==> src/rtl/burst_sequencer.sv <==
// burst_sequencer
//   Takes one burst command from the real-time command register, waits until
//   system time reaches the command's start time, then plays n repetitions of
//   blank1 / radiate / blank2 / receive. Drives the radiate (en_iz) and receive
//   (en_pr) windows plus DDS control. Supports abort, late-command rejection,
//   skipping of zero-length phases and coherent DDS mode.
// Ports
//   CLK, rst_n                 48 MHz clock, asynchronous active-low reset
//   TIME                       current system time (TIMEW bits)
//   cmd_valid / cmd_ready      command handshake, transfer when both are 1
//   cmd_time_start, cmd_n,     start time, pulse count, type (1 = coherent),
//   cmd_type, cmd_tb1, cmd_ti, blank1 / radiate / blank2 / receive lengths
//   cmd_tb2, cmd_tp            in CLK cycles
//   abort                      synchronous abort of the running command
//   req_cmd                    one-cycle request for the next command
//   en_iz, en_pr               radiate and receive windows
//   dds_start, dds_en          DDS restart strobe and DDS run level
//   pulse_idx                  0-based index of the current pulse
//   busy, done, late           activity level, normal-completion and
//                              late-rejection strobes
module burst_sequencer #(
  parameter int TIMEW = 64,
  parameter int TW    = 32,
  parameter int NW    = 16
) (
  input  logic             CLK,
  input  logic             rst_n,
  input  logic [TIMEW-1:0] TIME,
  input  logic             cmd_valid,
  output logic             cmd_ready,
  input  logic [TIMEW-1:0] cmd_time_start,
  input  logic [NW-1:0]    cmd_n,
  input  logic [1:0]       cmd_type,
  input  logic [TW-1:0]    cmd_tb1,
  input  logic [TW-1:0]    cmd_ti,
  input  logic [TW-1:0]    cmd_tb2,
  input  logic [TW-1:0]    cmd_tp,
  input  logic             abort,
  output logic             req_cmd,
  output logic             en_iz,
  output logic             en_pr,
  output logic             dds_start,
  output logic             dds_en,
  output logic [NW-1:0]    pulse_idx,
  output logic             busy,
  output logic             done,
  output logic             late
);

  typedef enum logic [2:0] {
    ST_IDLE = 3'd0,
    ST_ARM  = 3'd1,
    ST_TB1  = 3'd2,
    ST_IZ   = 3'd3,
    ST_TB2  = 3'd4,
    ST_PR   = 3'd5,
    ST_FIN  = 3'd6
  } state_t;

  // First non-empty phase at or after position 'from' (0=TB1 .. 3=PR).
  // ST_FIN means the rest of the pulse is empty.
  function automatic state_t pick_phase(input logic [2:0] from, input logic [3:0] nz);
    state_t res;
    if      ((from == 3'd0) && nz[0]) res = ST_TB1;
    else if ((from <= 3'd1) && nz[1]) res = ST_IZ;
    else if ((from <= 3'd2) && nz[2]) res = ST_TB2;
    else if ((from <= 3'd3) && nz[3]) res = ST_PR;
    else                              res = ST_FIN;
    return res;
  endfunction

  // Position of the phase that follows 's' within one pulse.
  function automatic logic [2:0] next_pos(input state_t s);
    logic [2:0] pos;
    case (s)
      ST_TB1:  pos = 3'd1;
      ST_IZ:   pos = 3'd2;
      ST_TB2:  pos = 3'd3;
      default: pos = 3'd4;
    endcase
    return pos;
  endfunction

  // Latched length of phase 's'.
  function automatic logic [TW-1:0] phase_len(input state_t s, input logic [TW-1:0] l_tb1,
                                              input logic [TW-1:0] l_ti, input logic [TW-1:0] l_tb2,
                                              input logic [TW-1:0] l_tp);
    logic [TW-1:0] len;
    case (s)
      ST_TB1:  len = l_tb1;
      ST_IZ:   len = l_ti;
      ST_TB2:  len = l_tb2;
      ST_PR:   len = l_tp;
      default: len = {TW{1'b0}};
    endcase
    return len;
  endfunction

  state_t           state_r;
  state_t           state_nxt_s;
  state_t           rest_s;
  logic [TIMEW-1:0] start_r;
  logic [NW-1:0]    n_r;
  logic             coh_r;
  logic [TW-1:0]    tb1_r;
  logic [TW-1:0]    ti_r;
  logic [TW-1:0]    tb2_r;
  logic [TW-1:0]    tp_r;
  logic [TW-1:0]    cnt_r;
  logic [TW-1:0]    cnt_nxt_s;
  logic [NW-1:0]    idx_r;
  logic [NW-1:0]    idx_nxt_s;
  logic [3:0]       nz_s;
  logic             accept_s;
  logic             too_late_s;
  logic             in_phase_s;
  logic             in_phase_nxt_s;
  logic             phase_end_s;
  logic             last_pulse_s;
  logic             abort_hit_s;
  logic             iz_enter_s;
  logic             cmd_ready_s;
  logic             busy_s;
  logic             en_iz_s;
  logic             en_pr_s;
  logic             done_s;
  logic             late_s;
  logic             req_cmd_s;
  logic             dds_start_s;
  logic             dds_en_s;

  assign accept_s       = cmd_valid && cmd_ready;
  assign too_late_s     = TIME > cmd_time_start;
  assign nz_s           = {(tp_r != {TW{1'b0}}), (tb2_r != {TW{1'b0}}),
                           (ti_r != {TW{1'b0}}), (tb1_r != {TW{1'b0}})};
  assign in_phase_s     = (state_r == ST_TB1) || (state_r == ST_IZ) ||
                          (state_r == ST_TB2) || (state_r == ST_PR);
  assign in_phase_nxt_s = (state_nxt_s == ST_TB1) || (state_nxt_s == ST_IZ) ||
                          (state_nxt_s == ST_TB2) || (state_nxt_s == ST_PR);
  assign phase_end_s    = in_phase_s && (cnt_r == {TW{1'b0}});
  assign last_pulse_s   = idx_r == (n_r - NW'(1));
  // Abort only applies to an active burst; in IDLE a simultaneous accept wins.
  assign abort_hit_s    = abort && (state_r != ST_IDLE);
  assign pulse_idx      = idx_r;

  // State register
  always_ff @(posedge CLK or negedge rst_n) begin
    if (!rst_n) begin
      state_r <= ST_IDLE;
    end else begin
      state_r <= state_nxt_s;
    end
  end

  // Next-state and pulse-index decode, including zero-length phase skipping
  always_comb begin
    state_nxt_s = state_r;
    idx_nxt_s   = idx_r;
    rest_s      = ST_FIN;
    case (state_r)
      ST_IDLE: begin
        if (accept_s && !too_late_s) state_nxt_s = ST_ARM;
        else                         state_nxt_s = ST_IDLE;
      end
      ST_ARM: begin
        if (abort_hit_s) begin
          state_nxt_s = ST_IDLE;
        end else if (TIME >= start_r) begin
          // n == 0 and an all-empty pulse both finish immediately
          if (n_r == {NW{1'b0}}) state_nxt_s = ST_FIN;
          else                   state_nxt_s = pick_phase(3'd0, nz_s);
        end else begin
          state_nxt_s = ST_ARM;
        end
      end
      ST_TB1, ST_IZ, ST_TB2, ST_PR: begin
        if (abort_hit_s) begin
          state_nxt_s = ST_IDLE;
        end else if (cnt_r == {TW{1'b0}}) begin
          rest_s = pick_phase(next_pos(state_r), nz_s);
          if (rest_s != ST_FIN) begin
            state_nxt_s = rest_s;
          end else if (last_pulse_s) begin
            state_nxt_s = ST_FIN;
          end else begin
            state_nxt_s = pick_phase(3'd0, nz_s);
            idx_nxt_s   = idx_r + NW'(1);
          end
        end else begin
          state_nxt_s = state_r;
        end
      end
      ST_FIN:  state_nxt_s = ST_IDLE;
      default: state_nxt_s = ST_IDLE;
    endcase
    if (!in_phase_nxt_s) idx_nxt_s = {NW{1'b0}};
    else                 idx_nxt_s = idx_nxt_s;
  end

  // Interval down-counter: loaded with length-1 on entry to each phase
  always_comb begin
    if (in_phase_nxt_s && ((state_nxt_s != state_r) || phase_end_s))
      cnt_nxt_s = phase_len(state_nxt_s, tb1_r, ti_r, tb2_r, tp_r) - TW'(1);
    else if (in_phase_s)
      cnt_nxt_s = cnt_r - TW'(1);
    else
      cnt_nxt_s = cnt_r;
  end

  // Output decode from the next state so every port comes straight from a flop
  always_comb begin
    // A new IZ starts on entry from another phase or on IZ->IZ wrap into the next pulse
    iz_enter_s  = (state_nxt_s == ST_IZ) && ((state_r != ST_IZ) || phase_end_s);
    cmd_ready_s = state_nxt_s == ST_IDLE;
    busy_s      = state_nxt_s != ST_IDLE;
    en_iz_s     = state_nxt_s == ST_IZ;
    en_pr_s     = state_nxt_s == ST_PR;
    done_s      = state_nxt_s == ST_FIN;
    late_s      = accept_s && too_late_s;
    req_cmd_s   = done_s || late_s || abort_hit_s;
    dds_start_s = iz_enter_s && (!coh_r || (idx_nxt_s == {NW{1'b0}}));
    if (coh_r)
      dds_en_s = (iz_enter_s && (idx_nxt_s == {NW{1'b0}})) || (dds_en && in_phase_nxt_s);
    else
      dds_en_s = en_iz_s;
  end

  // Command latch, interval counter and pulse index
  always_ff @(posedge CLK or negedge rst_n) begin
    if (!rst_n) begin
      start_r <= {TIMEW{1'b0}};
      n_r     <= {NW{1'b0}};
      coh_r   <= 1'b0;
      tb1_r   <= {TW{1'b0}};
      ti_r    <= {TW{1'b0}};
      tb2_r   <= {TW{1'b0}};
      tp_r    <= {TW{1'b0}};
      cnt_r   <= {TW{1'b0}};
      idx_r   <= {NW{1'b0}};
    end else begin
      if (accept_s) begin
        start_r <= cmd_time_start;
        n_r     <= cmd_n;
        coh_r   <= (cmd_type == 2'd1);  // types 2 and 3 behave as non-coherent
        tb1_r   <= cmd_tb1;
        ti_r    <= cmd_ti;
        tb2_r   <= cmd_tb2;
        tp_r    <= cmd_tp;
      end
      cnt_r <= cnt_nxt_s;
      idx_r <= idx_nxt_s;
    end
  end

  // Output flops
  always_ff @(posedge CLK or negedge rst_n) begin
    if (!rst_n) begin
      cmd_ready <= 1'b1;
      busy      <= 1'b0;
      en_iz     <= 1'b0;
      en_pr     <= 1'b0;
      done      <= 1'b0;
      late      <= 1'b0;
      req_cmd   <= 1'b0;
      dds_start <= 1'b0;
      dds_en    <= 1'b0;
    end else begin
      cmd_ready <= cmd_ready_s;
      busy      <= busy_s;
      en_iz     <= en_iz_s;
      en_pr     <= en_pr_s;
      done      <= done_s;
      late      <= late_s;
      req_cmd   <= req_cmd_s;
      dds_start <= dds_start_s;
      dds_en    <= dds_en_s;
    end
  end

endmodule
==> config.mk <==
export PLATFORM = sky130hd
export DESIGN_NAME = burst_sequencer
export DESIGN_NICKNAME = d
export VERILOG_FILES = /design/src/rtl/burst_sequencer.sv
export SDC_FILE = /design/constraint.sdc
export NUM_CORES = 1
export LEC_CHECK = 0
export ABC_CLOCK_PERIOD_IN_PS = 10900
export CAP_MARGIN = 5
export CORE_MARGIN = 2
export CORE_UTILIZATION = 59
export CTS_BUF_LIST = sky130_fd_sc_hd__clkbuf_8
export DETAILED_ROUTE_END_ITERATION = 8
export GPL_TIMING_DRIVEN = 1
export PLACE_DENSITY = 0.86
export REMOVE_ABC_BUFFERS = 1
export SLEW_MARGIN = 20
export SYNTH_ARGS = -nofsm -noshare
export SYNTH_HDL_FRONTEND = slang
export SYNTH_SLANG_ARGS = --single-unit
==> constraint.sdc <==
create_clock -name CLK -period 10.9 [get_ports CLK]
set_input_delay 3.27 -clock CLK [delete_from_list [all_inputs] [get_ports CLK]]
set_output_delay 3.27 -clock CLK [all_outputs]
set_load 0.01 [all_outputs]
== After elaboration in Yosys (flattened, before gate mapping) ==
Cells that the tools add are included.

* Input port bits: 278
* Register bits after elaboration: 269
* Output and inout port bits: 25
* Logic and storage cells: 120

* Magnitude comparators: 5
* Reductions and logical operators: 42
* Equal/unequal tests: 15
* Muxes and demuxes: 35
* Add/sub/neg operators: 4

{| class="wikitable"
|+ Operators with widths
! kind !! number
|-
| one-hot mux 32 bit (4 select lines) || 1
|-
| nonzero test 32 bit || 4
|-
| two-way mux 16 bit || 6
|-
| two-way mux 32 bit || 3
|-
| >= comparator 64 bit || 1
|-
| > comparator 64 bit || 1
|-
| subtractor 32 x 1 -> 32 bit (second input constant) || 2
|-
| two-way mux 3 bit || 17
|-
| zero test 16 bit || 2
|-
| zero test 32 bit || 1
|-
| one-hot mux 3 bit (3 select lines) || 2
|-
| adder 16 x 1 -> 16 bit (second input constant) || 1
|-
| equality test 16 bit || 1
|-
| subtractor 16 x 1 -> 16 bit (second input constant) || 1
|-
| equality test 3 bit (second input constant) || 5
|-
| logical AND 1 bit || 14
|-
| equality test 3 x 2 -> 1 bit (second input constant) || 4
|-
| logical OR 1 bit || 12
|-
| zero test 3 bit || 3
|-
| two-way mux 2 bit || 4
|-
| less-or-equal comparator 3 x 2 -> 1 bit (second input constant) || 2
|-
| nonzero test 3 bit || 2
|-
| OR reduction 4 bit || 1
|-
| equality test 3 x 1 -> 1 bit (second input constant) || 1
|-
| 8 further kinds || 10
|}

== Longest topological paths before layout ==
Gate-level depths: netlist of the first run.

* Word-level depth: 28
* Depth in mapped cells: 25
* Mapped depth without buffers: 18

== Worst setup path before layout of the first run ==
OpenSTA, ideal clock, no wires.

* Path type: input to register
* Start point: input cmd_time_start[55]
* End point: register cnt_r[30]
* Data arrival time: 7469 ps
* Required time: 10776 ps
* Stages on the path: 19
* Setup time: 124 ps
* Path buffers: 1
* Setup slack: 3307 ps
* Cell sequence: inv_1 -> ha_1 -> nand4_1 -> nor4_1 -> nand4_1 -> a41oi_1 -> nor4_1 -> nor2b_1 -> or4b_1 -> clkbuf_1 -> o21a_1 -> o22ai_2 -> mux2i_1 -> ha_1 -> o21ai_1 -> nand3b_2 -> nor3_2 -> a21oi_1 -> a211o_1

* Cells in the longest elaborated chain, start to end: 11
* Elaborated cells on any way between the ends: 20
* Those cells by class: add/sub: 1; order compare: 1; eq/ne: 5; mux: 5; reduce/logical: 8

{| class="wikitable"
|+ Ends and longest elaborated chain
! what !! line !! text
|-
| start, declared || 31 || <nowiki>input logic [TIMEW-1:0] cmd_time_start,</nowiki>
|-
| > comparator 64 bit (*) || 133 || <nowiki>assign too_late_s = TIME > cmd_time_start;</nowiki>
|-
| zero test 1 bit (*) || 162 || <nowiki>if (accept_s && !too_late_s) state_nxt_s = ST_ARM;</nowiki>
|-
| logical AND 1 bit (*) || 162 ||
|-
| two-way mux 1 bit (*) || 162 ||
|-
| one-hot mux 3 bit (3 select lines) (*) || 160 || <nowiki>case (state_r)</nowiki>
|-
| branches (longest 6 deep; another with subtractor 32 x 1 -> 32 bit) || -- ||
|-
| end signal, assigned || 238 || <nowiki>cnt_r <= {TW{1'b0}};</nowiki>
|-
| end signal, assigned || 250 || <nowiki>cnt_r <= cnt_nxt_s;</nowiki>
|-
| end, declared || 109 || <nowiki>logic [TW-1:0] cnt_r;</nowiki>
|}

Mark *: on every way between the ends. The select of a mux whose other input is x is not followed.
A chain may end at the register's enable or synchronous reset.

== Worst setup path after layout of the first run ==
* Start point: input TIME[0]
* End point: register cnt_r[31]

* Cells in the longest elaborated chain, start to end: 11
* Elaborated cells on any way between the ends: 23
* Those cells by class: add/sub: 1; order compare: 2; eq/ne: 5; mux: 7; reduce/logical: 8

{| class="wikitable"
|+ Ends and longest elaborated chain
! what !! line !! text
|-
| start, declared || 28 || <nowiki>input logic [TIMEW-1:0] TIME,</nowiki>
|-
| > comparator 64 bit || 133 ||
|-
| zero test 1 bit || 162 ||
|-
| logical AND 1 bit || 162 ||
|-
| two-way mux 1 bit || 162 ||
|-
| one-hot mux 3 bit (3 select lines) (*) || 160 ||
|-
| branches (longest 6 deep; another with subtractor 32 x 1 -> 32 bit) || -- ||
|}

Marked as above.

==> results of run 1 <==
-- worst max-delay path, stage by stage --
cell	delay, ns
clkdlybuf4s50_1	0.45
inv_1	0.08
ha_1	0.29
nand2b_1	0.13
a2111oi_0	0.44
o21ai_0	0.25
a2111oi_0	0.49
o31a_1	0.23
a21boi_0	0.24
a2bb2oi_1	0.20
buf_4	0.22
nand2_1	0.47
o22ai_4	0.80
buf_4	0.41
mux2i_1	0.31
o21a_1	0.30
nand4bb_1	0.20
nor4_2	0.33
a21oi_1	0.08
a311o_1	0.32
-- layer usage --
layer,vias up,GRT usage (%)
met5,-,0
met4,0,13.67
met3,165,6.025
met2,725,56.28
met1,7104,44.35
li1,6826,-
-- flip-flops by register name, summed over array words and instances, names as in the netlist, 3 cells and up --
signal,count
tb1_r,32
tp_r,32
state_r,3
ti_r,32
pulse_idx,16
cnt_r,32
n_r,16
start_r,64
tb2_r,32
-- area by class of cell --
type                       count  area share (%)
clock buffer                  59           3.827
inverter                     144           2.547
timing repair buffer         315           14.85
clock inverter                28           1.032
tap                          378           2.229
sequential                   269           31.73
multi-input combinational   1240           43.77
antenna                        2         0.02358
-- through the flow --
stage,TNS (ns),setup WS [ns],power (mW)
floorplan,-82.45,-2.785,3.289
global placement,0,1.455,3.840
detailed placement,0,1.413,3.933
CTS,0,1.996,4.975
global route,0,1.373,5.326
finish,0,1.818,5.005
-- power breakdown --
part | internal (mW) | switching [mW]
Combinational | 0.967 | 1.19
Sequential | 1.42 | 0.419
Clock | 0.564 | 0.446
-- placed cells by master, fill, tap and decap left out, types with 24 or more instances in the layout --
cell / instances
nand3_1: 28
ha_1: 131
nand2_1: 148
xor2_1: 24
dfrtp_1: 268
o21ai_0: 103
clkdlybuf4s50_1: 301
a21oi_1: 69
xnor2_1: 45
nor3_1: 35
clkbuf_8: 59
nor4_1: 56
nor2_1: 91
mux2i_1: 44
mux2_2: 148
inv_1: 157
nand4_1: 42
-- cell families after synthesis --
logic type	after synthesis	synth area share, %
and+or+nand+nor	510	16.14
AOI/OAI and AO/OA	337	12.97
DFF	269	39.96
buffers and inverters	216	5.049
muxes	193	12.57
adders and majority gates	131	9.727
xor gates and xnor gates	69	3.587
-- worst max path at each step --
stage,from,to,slack [ns],cells after the start
2_1_floorplan,cmd_valid,cnt_r[11],-2.79,14
3_3_place_gp,TIME[62],cnt_r[31],1.45,18
3_5_place_dp,TIME[62],cnt_r[31],1.41,18
4_1_cts,TIME[0],cnt_r[31],2.00,20
5_1_grt,TIME[0],cnt_r[31],1.37,20
6_report,TIME[0],cnt_r[31],1.82,20
==> results.tsv, run 1 <==
metric	value	unit
status	complete, no violations	
first-pass GRT wire length	81.70	mm
worst hold path type	flop to flop	
Worst Path Arrival	9.56	ns
post-CTS sizing	0	
CTS HTree Levels	2	
Starting DRT DRC Count	1389	
clock buffer depth	3	
Max VDD drop	0.1570	mV
via/cell ratio	6.086	
DR WL met2	24.20	mm
Mean Syn Cell Area	9.768	µm²
number of hold violations in the final report	0	
number of synthesized register bits	269	
leakage power	9.110	nW
Area Growth Syn to Fin	25.94	%
number of synthesized flops with an enable pin	0	
cts hold-fix bufs	0	
Worst Setup End Kind	flop	
crit-path max FO	24	
Area contributors post-synth	dfrtp_1 (40%), mux2_2 (9.9%), ha_1 (9.7%), nand2_1 (3.3%), inv_1 (3.2%)	
Core Area	0.02793	mm²
Overflow after GRT	0	
final antenna-violating net count	0	
fin area	0.02122	mm²
vias in the first global route	15180	
ys async rst share	100.0	%
Slew Viols, Final	0	
mean routed wirelength per cell	20.88	µm
chip height	173.0	µm
kind of critical path	primary input to flop	
clock slew seen by the registers of the worst setup and hold paths	0.06	ns
number of library cell types mapped by synthesis	87	
CTS tree	yes	
fin cells	2435	
largest area contributor in the netlist	dfrtp_1	
most frequent cell after synthesis	dfrtp_1	
largest net degree at the start of global routing	222	
DIE AREA	0.02993	mm²
TritonCTS Buffers	47	
Hold Crit Depth	2	
RSZ-0062 raised after global routing	false	
DRT Pass-1 Iters	6	
FF-to-FF path depth	16	
Fin Clk Skew	0.04207	ns
share of cells above drive strength 1	13.58	%
pwr/cell area	235.9	mW/mm²
Worst Min Path Start	start_r[41]	
post-CTS setup buffers	0	
Main synth FF type	dfrtp_1	
flop2flop setup slack	4.59	ns
CP required	11.38	ns
relative slew slack	23.87	%
top sig layer	met4	
initial antenna violation count	2	
Synth top area share	39.80	%
clk sinks	269	
Placer Congestion	0.9845	
Top Ports	303	
Synthesis Warnings	0	
Hold Path End	start_r[41]	
maxcap violations	0	
Row Count	61	
Buffers on Ports	302	
setup violators final	0	
die width	173.0	µm
WHS	0.4801	ns
Clock Tree Root	clkbuf_8	
FF+latch area	0.006733	mm²
Seq/Total Area, Yosys	39.96	%
Worst-Skew Late Latency	0.59	ns
Final Net Count	2426	
min Tclk post-route	9.082	ns
Total GRT Usage	33.98	%
Post-Synthesis Cells	1725	
routed wl met3	3.773	mm
filler instances	1906	
Worst R2R End	cnt_r[31]	
Cell Area, Synth	0.01685	mm²
DP HPWL	38.10	mm
r2r startpoint	n_r[2]	
Metal-1 WL	20.69	mm
Multi-input gate area	0.009288	mm²
final wirelength	50.85	mm
Critical Path Start Type	primary input	
placed instance area	0.02018	mm²
via count	14820	
Fmax	110.1	MHz
Worst Tran Pin Value	1.132	ns
Final Core Density	75.97	%
ratio of final minimum period to clock period	83.32	%
Initial Util	60.32	%
DRC violations left	0	
top post-synthesis cells by count	dfrtp_1 (268), nand2_1 (149), mux2_2 (148), inv_1 (144), ha_1 (131)	
cell total after placement	2346	
Power figures use the tool's default switching activity.
==> inputs of run 2 (changes only) <==
Settings changed: ABC_CLOCK_PERIOD_IN_PS 10900 to 8480, CORE_UTILIZATION 59 to 55, PLACE_DENSITY 0.86 to 0.81.
Clock period 10.9 ns to 8.48 ns, I/O delays scaled along.
==> run 2 against run 1 <==
  * Clock power grew 37%
  * Non-clock buffer count grew 11
  * Final area grew 0.81%
  * Largest power group unchanged
==> results.tsv, run 2 (synthesized netlist as in run 1, its figures left out) <==
metric	value	unit
Final Net Count	2437	
vias in the first global route	14820	
slowest CP cell	a2bb2oi_1	
RSZ-0062 raised after global routing	false	
FF-to-FF path depth	16	
Worst Path Arrival	8.60	ns
ratio of final minimum period to clock period	95.84	%
worst hold path type	flop to flop	
Fmax	123.0	MHz
fin cells	2462	
CTS tree	yes	
DIE AREA	0.03205	mm²
final worst slack	0.3529	ns
initial antenna violation count	4	
DP Worst Slack	-0.1202	ns
Hold Crit Depth	2	
cts hold-fix bufs	0	
die width	179.0	µm
Largest stage delay, worst path	0.77	ns
max FFs per register	64	
Clock Tree Root	clkbuf_8	
clk sinks	269	
register bank with the most flops	start_r	
Placer Congestion	0.9726	
mean routed wirelength per cell	20.31	µm
most frequent CP cell	a2111oi_0	
Starting DRT DRC Count	1203	
first-pass GRT wire length	79.01	mm
DRT Pass-1 Iters	6	
Worst Tran Pin Value	1.020	ns
WHS	0.4801	ns
Worst Min Path Start	start_r[10]	
Area Growth Syn to Fin	26.96	%
post-CTS setup buffers	0	
fin area	0.02139	mm²
CP required	8.96	ns
crit-path max FO	14	
Top Ports	303	
min Tclk post-route	8.127	ns
via count	14710	
maxcap violations	0	
Core Area	0.03035	mm²
Worst-Skew Late Latency	0.59	ns
share of cells above drive strength 1	14.16	%
Hold Path End	start_r[10]	
Max VDD drop	0.1846	mV
TritonCTS Buffers	47	
setup violators final	0	
leakage power	9.181	nW
chip height	179.0	µm
filler instances	2266	
cell total after placement	2375	
number of hold violations in the final report	0	
DP HPWL	37.96	mm
clock buffer depth	3	
most frequent cells in the layout	clkdlybuf4s50_1 (301), dfrtp_1 (268), inv_1 (152), nand2_1 (148), mux2_2 (148)	
DRC violations left	0	
Worst R2R End	cnt_r[19]	
post-CTS sizing	0	
Initial Util	55.52	%
Row Count	64	
Worst Setup End Kind	flop	
Overflow after GRT	0	
Critical Path Start Type	primary input	
Slew Viols, Final	0	
status	complete, no violations	
relative slew slack	31.99	%
via/cell ratio	5.973	
placed instance area	0.02030	mm²
Total GRT Usage	31.61	%
Power Total	6.515	mW
Buffers on Ports	302	
Fin Clk Skew	0.03885	ns
largest net degree at the start of global routing	202	
crit path cell chain	clkdlybuf4s50_1 -> inv_1 -> ha_1 -> nand2b_1 -> a2111oi_0 -> o21ai_0 -> a2111oi_0 -> o31a_1 -> a21boi_0 -> a2bb2oi_1 -> nand2_1 -> buf_4 -> o22ai_1 -> nor4_2 -> o211ai_1 -> nand3b_4 -> and4bb_2 -> xnor2_1 -> mux2i_1	
final wirelength	50.00	mm
kind of critical path	primary input to flop	
r2r startpoint	n_r[2]	
final antenna-violating net count	0	
clock slew seen by the registers of the worst setup and hold paths	0.07	ns
CTS HTree Levels	2	
pwr/cell area	304.5	mW/mm²
most common cell after layout, fill and taps aside	clkdlybuf4s50_1	
flop2flop setup slack	2.46	ns
-- run 2: changes by cell type in the layout (fill, tap and decap cells not counted), sizes merged --
cell      change
clkinv        +5
bufinv        +4
clkbuf        -5
buf          +11
clkinvlp      -3
inv           -5
diode         +2
-- run 2: cell type report --
class / instances / area (µm²) / share of cell area [%]
Timing Repair Buffer: 326 / 3246 / 15.17
Tap cell: 396 / 495.5 / 2.316
Multi-Input combinational cell: 1240 / 9294 / 43.44
Clock buffer: 54 / 743.2 / 3.474
Inverter: 144 / 540.5 / 2.527
Sequential cell: 269 / 6733 / 31.47
Antenna cell: 4 / 10.01 / 0.04679
Clock inverter: 29 / 331.6 / 1.550
-- run 2: metrics by stage --
step	util (%)	TNS, ns
floorplan	-	-148.45
global placement	66.89	-0.8743
detailed placement	66.89	-0.4234
CTS	70.44	0
global route	70.49	0
finish	70.49	0
-- run 2: layer usage --
metal	vias to the layer above	track usage (%)	share of wire, %
li1	6868	-	-
met1	7039	41.09	41
met5	-	0	0
met4	0	15.01	4.9
met3	163	5.662	7.7
met2	635	51.20	46
-- run 2: worst max path at each step --
stage / end / startpoint / slack, ns
6_report: cnt_r[19] / TIME[0] / 0.35
2_1_floorplan: cnt_r[11] / cmd_valid / -4.48
4_1_cts: cnt_r[19] / TIME[0] / 0.51
3_5_place_dp: cnt_r[19] / TIME[0] / -0.12
5_1_grt: cnt_r[19] / TIME[0] / 0.21
3_3_place_gp: cnt_r[10] / TIME[0] / -0.11
-- run 2: critical path: cells and delay by family --
kind,cells,cell delay [ns]
AO/OA/AOI/OAI,8,3.42
XOR/XNOR,1,0.18
adder cells (fa/ha/maj),1,0.28
buffers and inverters,3,0.90
multiplexers,1,0.10
AND/OR/NAND/NOR,5,1.17
-- run 2: power by group --
group / total (mW) / switching (mW) / internal, mW
clock: 1.38 / 0.574 / 0.802
combinational: 2.79 / 1.51 / 1.27
sequential: 2.35 / 0.524 / 1.83
total: 6.52 / 2.61 / 3.91
